File: src/rtl/sargantana_icache_way_alloc.sv
// Victim-way allocation for the I-cache miss path: lowest invalid way, else tree-PLRU victim.
// Define ICACHE_WAY_ALLOC_RANDOM_EN to replace the PLRU with an 8-bit LFSR random victim.
module sargantana_icache_way_alloc #(
    parameter int ICACHE_N_WAY  = 4,
    parameter int ICACHE_N_SETS = 64,
    localparam int SET_W = $clog2(ICACHE_N_SETS),
    localparam int WAY_W = $clog2(ICACHE_N_WAY)
) (
    input  logic                    clk_i,
    input  logic                    rst_i,
    input  logic                    flush_i,
    input  logic                    hit_valid_i,
    input  logic [SET_W-1:0]        hit_set_i,
    input  logic [ICACHE_N_WAY-1:0] hit_way_i,
    input  logic                    req_valid_i,
    output logic                    req_ready_o,
    input  logic [SET_W-1:0]        req_set_i,
    input  logic [ICACHE_N_WAY-1:0] req_valid_ways_i,
    output logic                    vic_valid_o,
    input  logic                    vic_ready_i,
    output logic [WAY_W-1:0]        vic_way_o,
    output logic [ICACHE_N_WAY-1:0] vic_oh_o,
    output logic                    vic_invalid_o,
    input  logic                    commit_i,
    output logic                    busy_o
);
    localparam int N = ICACHE_N_WAY;

    typedef enum logic [1:0] {IDLE, SELECT, OFFER, REFILL} state_e;
    state_e state_q, state_d;

    logic [SET_W-1:0] cap_set_q;
    logic [N-1:0]     cap_valid_q;
    logic [WAY_W-1:0] vic_way_q;
    logic [N-1:0]     vic_oh_q;
    logic             vic_inv_q;
    logic [WAY_W-1:0] all_valid_way;
    logic [WAY_W-1:0] sel_way;

    function automatic logic [WAY_W-1:0] lowest_idx(input logic [N-1:0] v);
        lowest_idx = '0;
        for (int i = N - 1; i >= 0; i--) begin
            if (v[i]) lowest_idx = WAY_W'(i);
        end
    endfunction

`ifdef ICACHE_WAY_ALLOC_RANDOM_EN
    logic [7:0] lfsr_q;

    always_ff @(posedge clk_i or posedge rst_i) begin
        if (rst_i) lfsr_q <= 8'h01;
        else       lfsr_q <= {lfsr_q[6:0], lfsr_q[7] ^ lfsr_q[5] ^ lfsr_q[4] ^ lfsr_q[3]};
    end

    assign all_valid_way = lfsr_q[WAY_W-1:0];
`else
    // Heap-ordered tree: node k has children 2k+1 (upper half 0) and 2k+2 (upper half 1).
    function automatic logic [N-2:0] plru_touch(input logic [N-2:0] row, input logic [WAY_W-1:0] way);
        int   node;
        logic b;
        node = 0;
        plru_touch = row;
        for (int l = 0; l < WAY_W; l++) begin
            b = way[WAY_W-1-l];
            plru_touch[node] = ~b;
            node = 2 * node + 1 + int'(b);
        end
    endfunction

    function automatic logic [WAY_W-1:0] plru_victim(input logic [N-2:0] row);
        int   node;
        logic b;
        node = 0;
        plru_victim = '0;
        for (int l = 0; l < WAY_W; l++) begin
            b = row[node];
            plru_victim[WAY_W-1-l] = b;
            node = 2 * node + 1 + int'(b);
        end
    endfunction

    logic [N-2:0] plru_q [ICACHE_N_SETS];
    logic         hit_en, commit_en;
    logic [N-2:0] hit_row, commit_base, commit_row;

    assign hit_en      = hit_valid_i && (|hit_way_i) && !flush_i;
    assign commit_en   = (state_q == REFILL) && commit_i && !flush_i;
    assign hit_row     = plru_touch(plru_q[hit_set_i], lowest_idx(hit_way_i));
    // Same-set hit and commit: the commit touch is layered on top of the hit touch.
    assign commit_base = (hit_en && hit_set_i == cap_set_q) ? hit_row : plru_q[cap_set_q];
    assign commit_row  = plru_touch(commit_base, vic_way_q);

    always_ff @(posedge clk_i or posedge rst_i) begin
        if (rst_i) begin
            for (int s = 0; s < ICACHE_N_SETS; s++) plru_q[s] <= '0;
        end else if (flush_i) begin
            for (int s = 0; s < ICACHE_N_SETS; s++) plru_q[s] <= '0;
        end else begin
            if (hit_en)    plru_q[hit_set_i] <= hit_row;
            if (commit_en) plru_q[cap_set_q] <= commit_row;
        end
    end

    assign all_valid_way = plru_victim(plru_q[cap_set_q]);
`endif

    assign sel_way = (|(~cap_valid_q)) ? lowest_idx(~cap_valid_q) : all_valid_way;

    // Handshakes: a transfer happens on a cycle where valid and ready are both high;
    // vic_valid_o stays high with a stable victim until vic_ready_i is seen.
    always_comb begin
        state_d = state_q;
        case (state_q)
            IDLE:    if (req_valid_i) state_d = SELECT;
            SELECT:  state_d = OFFER;
            OFFER:   if (vic_ready_i) state_d = REFILL;
            REFILL:  if (commit_i) state_d = IDLE;
            default: state_d = IDLE;
        endcase
        if (flush_i) state_d = IDLE;
    end

    always_ff @(posedge clk_i or posedge rst_i) begin
        if (rst_i) state_q <= IDLE;
        else       state_q <= state_d;
    end

    always_ff @(posedge clk_i or posedge rst_i) begin
        if (rst_i) begin
            cap_set_q   <= '0;
            cap_valid_q <= '0;
            vic_way_q   <= '0;
            vic_oh_q    <= '0;
            vic_inv_q   <= 1'b0;
        end else if (flush_i) begin
            cap_set_q   <= '0;
            cap_valid_q <= '0;
            vic_way_q   <= '0;
            vic_oh_q    <= '0;
            vic_inv_q   <= 1'b0;
        end else if (state_q == IDLE && req_valid_i) begin
            cap_set_q   <= req_set_i;
            cap_valid_q <= req_valid_ways_i;
        end else if (state_q == SELECT) begin
            vic_way_q   <= sel_way;
            vic_oh_q    <= {{(N-1){1'b0}}, 1'b1} << sel_way;
            vic_inv_q   <= |(~cap_valid_q);
        end
    end

    assign req_ready_o   = (state_q == IDLE);
    assign vic_valid_o   = (state_q == OFFER);
    assign busy_o        = (state_q != IDLE);
    assign vic_way_o     = vic_way_q;
    assign vic_oh_o      = vic_oh_q;
    assign vic_invalid_o = vic_inv_q;
endmodule
File: config.mk
export PLATFORM = sky130hd
export DESIGN_NAME = sargantana_icache_way_alloc
export DESIGN_NICKNAME = d
export VERILOG_FILES = /design/src/rtl/sargantana_icache_way_alloc.sv
export SDC_FILE = /design/constraint.sdc
export NUM_CORES = 1
export LEC_CHECK = 0
export ABC_AREA = 1
export CORE_ASPECT_RATIO = 0.7
export CORE_UTILIZATION = 53
export DETAILED_ROUTE_END_ITERATION = 7
export HOLD_SLACK_MARGIN = 0.1
export PLACE_DENSITY = 0.82
export SYNTH_ARGS = -nofsm -noshare
export SYNTH_HDL_FRONTEND = slang
export SYNTH_SLANG_ARGS = --single-unit
File: constraint.sdc
create_clock -name clk_i -period 12.4 [get_ports clk_i]
set_input_delay 1.86 -clock clk_i [delete_from_list [all_inputs] [get_ports clk_i]]
set_output_delay 1.86 -clock clk_i [all_outputs]
set_load 0.005 [all_outputs]
* Word level (Yosys, flattened, before mapping)
Cells that the tools add are included.
** Operators by class
- Add/subtract/negate cells :: 3
- Magnitude comparators :: 9
- Equality and inequality tests :: 8
- Shifts and indexed selects :: 1
- Muxes and demuxes :: 53
- Bitwise logic cells :: 7
- Reductions and logical operators :: 19
** Operator list (number)
- 2-to-1 mux 192 bit :: 4
- bitwise mux 192 bit :: 2
- binary-select mux 3 bit (select 6 bit) :: 2
- demux 3 bit (select 6 bit) :: 2
- 2-to-1 mux 2 bit :: 16
- 2-to-1 mux 3 bit :: 7
- 2-to-1 mux 4 bit :: 5
- greater-or-equal comparator 7 bit (second input constant) :: 2
- < comparator 7 x 1 -> 1 bit (second input constant) :: 2
- NOT 6 -> 7 bit :: 2
- 2-to-1 mux 6 bit :: 2
- logical AND 1 bit :: 10
- < comparator 2 x 3 -> 1 bit (second input constant) :: 3
- case mux 2 bit (4 select lines) :: 1
- OR reduction 4 bit :: 2
- 2-to-1 mux 1 bit :: 7
- adder 1 x 1 -> 2 bit (first input constant) :: 3
- bitwise mux 3 bit :: 2
- == test 6 bit :: 1
- != test 3 bit (second input constant) :: 2
- nonzero test 2 bit :: 3
- demux 1 bit (select 2 bit) :: 2
- == test 2 bit (second input constant) :: 2
- greater-or-equal comparator 2 x 1 -> 1 bit (second input constant) :: 2
- 11 further kinds :: 14
** Word-level totals
- Register bits after elaboration :: 211
- Input bits :: 27
- Output and inout port bits :: 10
- Word-level logic and storage cells :: 170

* Logic depth before layout (Yosys ltp)
- Word-level depth :: 16
- Mapped depth :: 19
- Mapped depth without buffers :: 17

* Worst setup path before layout
Ideal clock, no wire load.
- Path type :: input to register
- Start point :: input port hit_set_i[1]
- End point :: register plru_q[143] (netlist bit)
- Setup time :: 113 ps
- Data arrival time :: 3414 ps
- Required time :: 12287 ps
- Path slack :: 8873 ps
- Stages :: 17
- Buffers on the path :: 3
- Cells stage by stage :: buf_4 nand2_2 buf_2 nor2_1 o21ai_1 nand2_1 o21ai_1 nand2_1 nor2_1 nand2_2 nand2_4 nand3_2 nand2_4 buf_6 nand3_1 nand2_1 inv_1
** Between the ends
- Word-level cells in the longest chain between the ends :: 11
- Elaborated cells between the ends (all ways) :: 20
- Those cells by class :: order compare (2); eq/ne (1); mux (14); bitwise (1); reduce/logical (2)
** RTL lines
- start, declared :: RTL line 13 : input logic [SET_W-1:0] hit_set_i,
- NOT 6 -> 7 bit (implied by the code) :: RTL line 88, 99
- greater-or-equal comparator 7 bit (implied by the code), or another cell as far along :: RTL line 99 : if (hit_en) plru_q[hit_set_i] <= hit_row;
- logical AND 1 bit (implied by the code) or 2-to-1 mux 3 bit (tied branches) :: RTL line 99, 88
- 2-to-1 mux 3 bit, on equally long branches :: RTL line 99, 88
- demux 3 bit (select 6 bit) or bitwise mux 3 bit (tied branches) :: RTL line 99, 65
- bitwise mux 192 bit :: RTL line 99
- 2-to-1 mux 192 bit :: RTL line 99
- 2-to-1 mux 192 bit :: RTL line 96 : end else if (flush_i) begin
- bitwise mux 192 bit :: RTL line 100 : if (commit_en) plru_q[cap_set_q] <= commit_row;
- 2-to-1 mux 192 bit (*) :: RTL line 100
- 2-to-1 mux 192 bit (*) :: RTL line 96
- end signal, assigned by index :: RTL line 99
- end signal, assigned by index :: RTL line 100
- end, declared :: RTL line 82 : logic [N-2:0] plru_q [ICACHE_N_SETS];
Mark *: on every way between the ends. The rest lies on a longest branch, timed or not. The select of a mux whose other input is x is not followed.
A chain may end at the register's enable or synchronous reset.

* Worst setup path after layout
- Start point :: input port hit_set_i[0]
- End point :: register plru_q[167] (netlist bit)
The elaborated chain is that of the path after synthesis.

==> results.md <==
* Outcome: finished clean
* Met1 usage at 53.8%
* Crit. End Element: flip-flop
* Max incr delay on CP at 0.78 ns
* Asr flop ratio synth at 100%
* Placed cells at 2,870
* GR Layer Usage met2 at 55.8%
* Drt first pass iters at 8
* Unrepaired setup endpoints after global routing: no
* Port bufs at 36
* DP Wirelength at 35,800 um
* Critical Path Most Common Cell: nand2_1
* Top cells by count, synth: 897 x nand2_1, 339 x inv_1, 318 x a21oi_1
* Grt total ovfl at 0
* Drt drc at 0
* Die ar. at 0.0305 mm2
* Global-route track usage on met3 at 12.6%
* Clock period minus worst slack at 5.31 ns
* Max_cap viols at 0
* Post-CTS setup buffers at 0
* Highest Clock Rate at 0.188 GHz
* Synth Net Count at 2,605
* CTS root buf: clkbuf_16
* Max Slew Vio Count at 0
* Type of origin of the critical path: input pin
* CORE AREA at 0.0291 mm2
* Layout Cells excl Fill at slightly below 3,000
* Worst Path Buf+Inv at 5
* Crit path DAT at 5.75 ns
* Cell family with most CP delay: simple AND/OR/NAND/NOR gates
* Fin nets at approximately 2,500
* Via count at 18,000
* CTS clk-pin slew, worst paths at ~0.060 ns
* WS Path Type: in -> reg
* Share of layout cells above drive strength 1 at under 10%
* Worst slew margin at just under 10%
* H-tree levels at 1
* Pin count of the biggest net entering global routing at 96
* Maximum clock insertion buffer count at 3
* Yosys warnings at 0
* Total CTS buffers at 23
* Syn Area/Cell at just over 6 um2
* Top cell type's share of synthesized area at 33.4%
* VDD IR max at 0.105 mV
* DRT Wirelength at 60,200 um
* Global Route Usage Sum at 39.3%
* Finish-stage setup viols at 0
* Most common cell in the netlist: nand2_1
* Worst EP required at 12.84 ns
* Number of synthesized flops with an enable pin at 0
* Clk_lat worst skew at 0.55 ns
* Lkg Pwr at 8.32 nW
* First-pass GRT wire length at just over 90,000 um
* Min-Delay Path Class: reg -> reg
* Seq/Total Area, Yosys at 33.4%
* Slowest stage cell, crit path: nand2_4
* # hold bufs at CTS at 0
* Fin crit share at 42.8%
* WL per Instance at 20.7 um
* Ant diodes at 0
* Final GP Congestion at around 1
* # clock sinks at 211
* Critical Path Fanout Max at 67
* Finished Core Util at between 50% and 60%
* Post-Syn Area at 0.0158 mm2
* GR peak layer: met2
* Yosys cell types at 35
* Post-CTS resize count at 0
* Synth Instances at 2,574
* Vias in the first global route at ~17,000
* PwrDens at a little over 100 mW/mm2
* Routed Antenna Nets at 0
* Cell taking the most area after synthesis: dfrtp_1
* Worst-Margin Slew at approximately 1.3 ns
* TritonCTS clock tree: built
* Synthesis-to-layout area growth at 6.02%
* Dominant cells by area after synthesis: dfrtp_1 33%, nand2_1 21%, a21oi_1 10%, inv_1 8.1%, nand3_1 7.5%
* DRT iter0 DRCs at between 3,000 and 4,000
* Die Y at 146 um
* Total negative setup slack at 0 ns
* Final Hold Violating Endpoints at 0
* Die X at 208 um
* Final clock skew at 0.0185 ns
* # rows at 52
* Initial Utilization at 54.3%
* Top-Level Pins at 37
* Synthesis-stage register bit count at around 210
* Antenna violations before repair at 1
* Main synth FF type: dfrtp_1
* Vias per inst at roughly 6.2
* Critical-path cell list: buf_2, buf_4, inv_2, buf_4, o211ai_1, nand2_1, o21ai_1, nand2_1, nor2_1, nand2_2, nand2_4, nand3_2, nand2_4, nand3_1, nand2_1, inv_1
kinds of logic (layout without fill, tap and decap cells):
kind of cell | Yosys count | count (layout) | share of synthesized area (%)
adders and majority gates | 4 | 4 | 0.317
xor gates and xnor gates | 3 | 3 | 0.166
DFF | 211 | 211 | 33.4
and+or+nand+nor | 1354 | 1354 | 34.9
AOI/OAI and AO/OA | 512 | 512 | 18.0
buffers and inverters | 490 | 446 | 13.2
state kept, by name, summed over array words and instances, names as in the netlist:
name	cells
cap_set_q	6
plru_q	192
state_q	2
cap_valid_q	4
vic_invalid_o	1
vic_oh_o	4
vic_way_o	2
report_power, final:
group          internal [mW]  leakage (nW)  switching, mW
Sequential             0.703          2.94         0.0233
Combinational         0.0673          5.03          0.261
Clock                  0.383         0.349          0.303
area by class of cell:
cell class | count | area [um2]
multi-input cells | 1873 | 8440
inverters | 351 | 1330
clock buffers | 33 | 653
repair buffers | 57 | 510
fillers | 2794 | 12300
flip-flops and latches | 211 | 5290
clock inverters | 5 | 50.0
well taps | 378 | 473
final timing paths:
check,start,cells after the start,slack (ns),end
max reg2reg,cap_set_q[0],18,8.24,plru_q[4]
min reg2reg,vic_oh_o[3],2,0.49,vic_oh_o[3]
max,hit_set_i[0],16,7.09,plru_q[167]
min in group asynchronous,rst_i,2,1.83,plru_q[110]
min,vic_oh_o[3],2,0.49,vic_oh_o[3]
max in group asynchronous,rst_i,3,9.11,cap_set_q[0]
tightest hold or removal path, stage by stage (launching register included):
cell     delay (ns)
dfrtp_1        0.34
nand2_1        0.07
nand2_1        0.06
routing by layer:
metal / part of all wire, % / wire length (um)
met1: 38 / 22700
met2: 39 / 23700
met3: 17 / 10300
met4: 5.7 / 3450
met5: 0 / 0
metrics by stage:
stage | power (mW) | setup WS (ns) | area (um2) | hold slack, ns
3_3_place_gp | 1.04 | 6.90 | 16000 | 0.463
4_1_cts | 1.72 | 7.38 | 16700 | 0.488
2_1_floorplan | 0.926 | 4.77 | 15800 | 0.458
6_report | 1.74 | 7.09 | 16700 | 0.493
5_1_grt | 1.78 | 6.96 | 16700 | 0.508
3_5_place_dp | 1.05 | 6.83 | 16000 | 0.474
layout by cell type, fill, tap and decap left out, types with 3 or more instances in the layout:
master	n
nand2_1	894
inv_1	338
a21oi_1	318
nand3_1	236
dfrtp_1	208
nor2_1	173
o21ai_0	58
o21ai_1	46
o211ai_1	45
a221oi_1	40
clkdlybuf4s50_1	34
nor3_1	30
clkbuf_16	23
buf_4	22
inv_2	11
clkbuf_1	6
nand2_2	5
ha_1	4
clkinv_2	4
clkbuf_8	4
nor2_4	3
nand2_4	3
No activity file was read; power rests on OpenSTA's default activity.
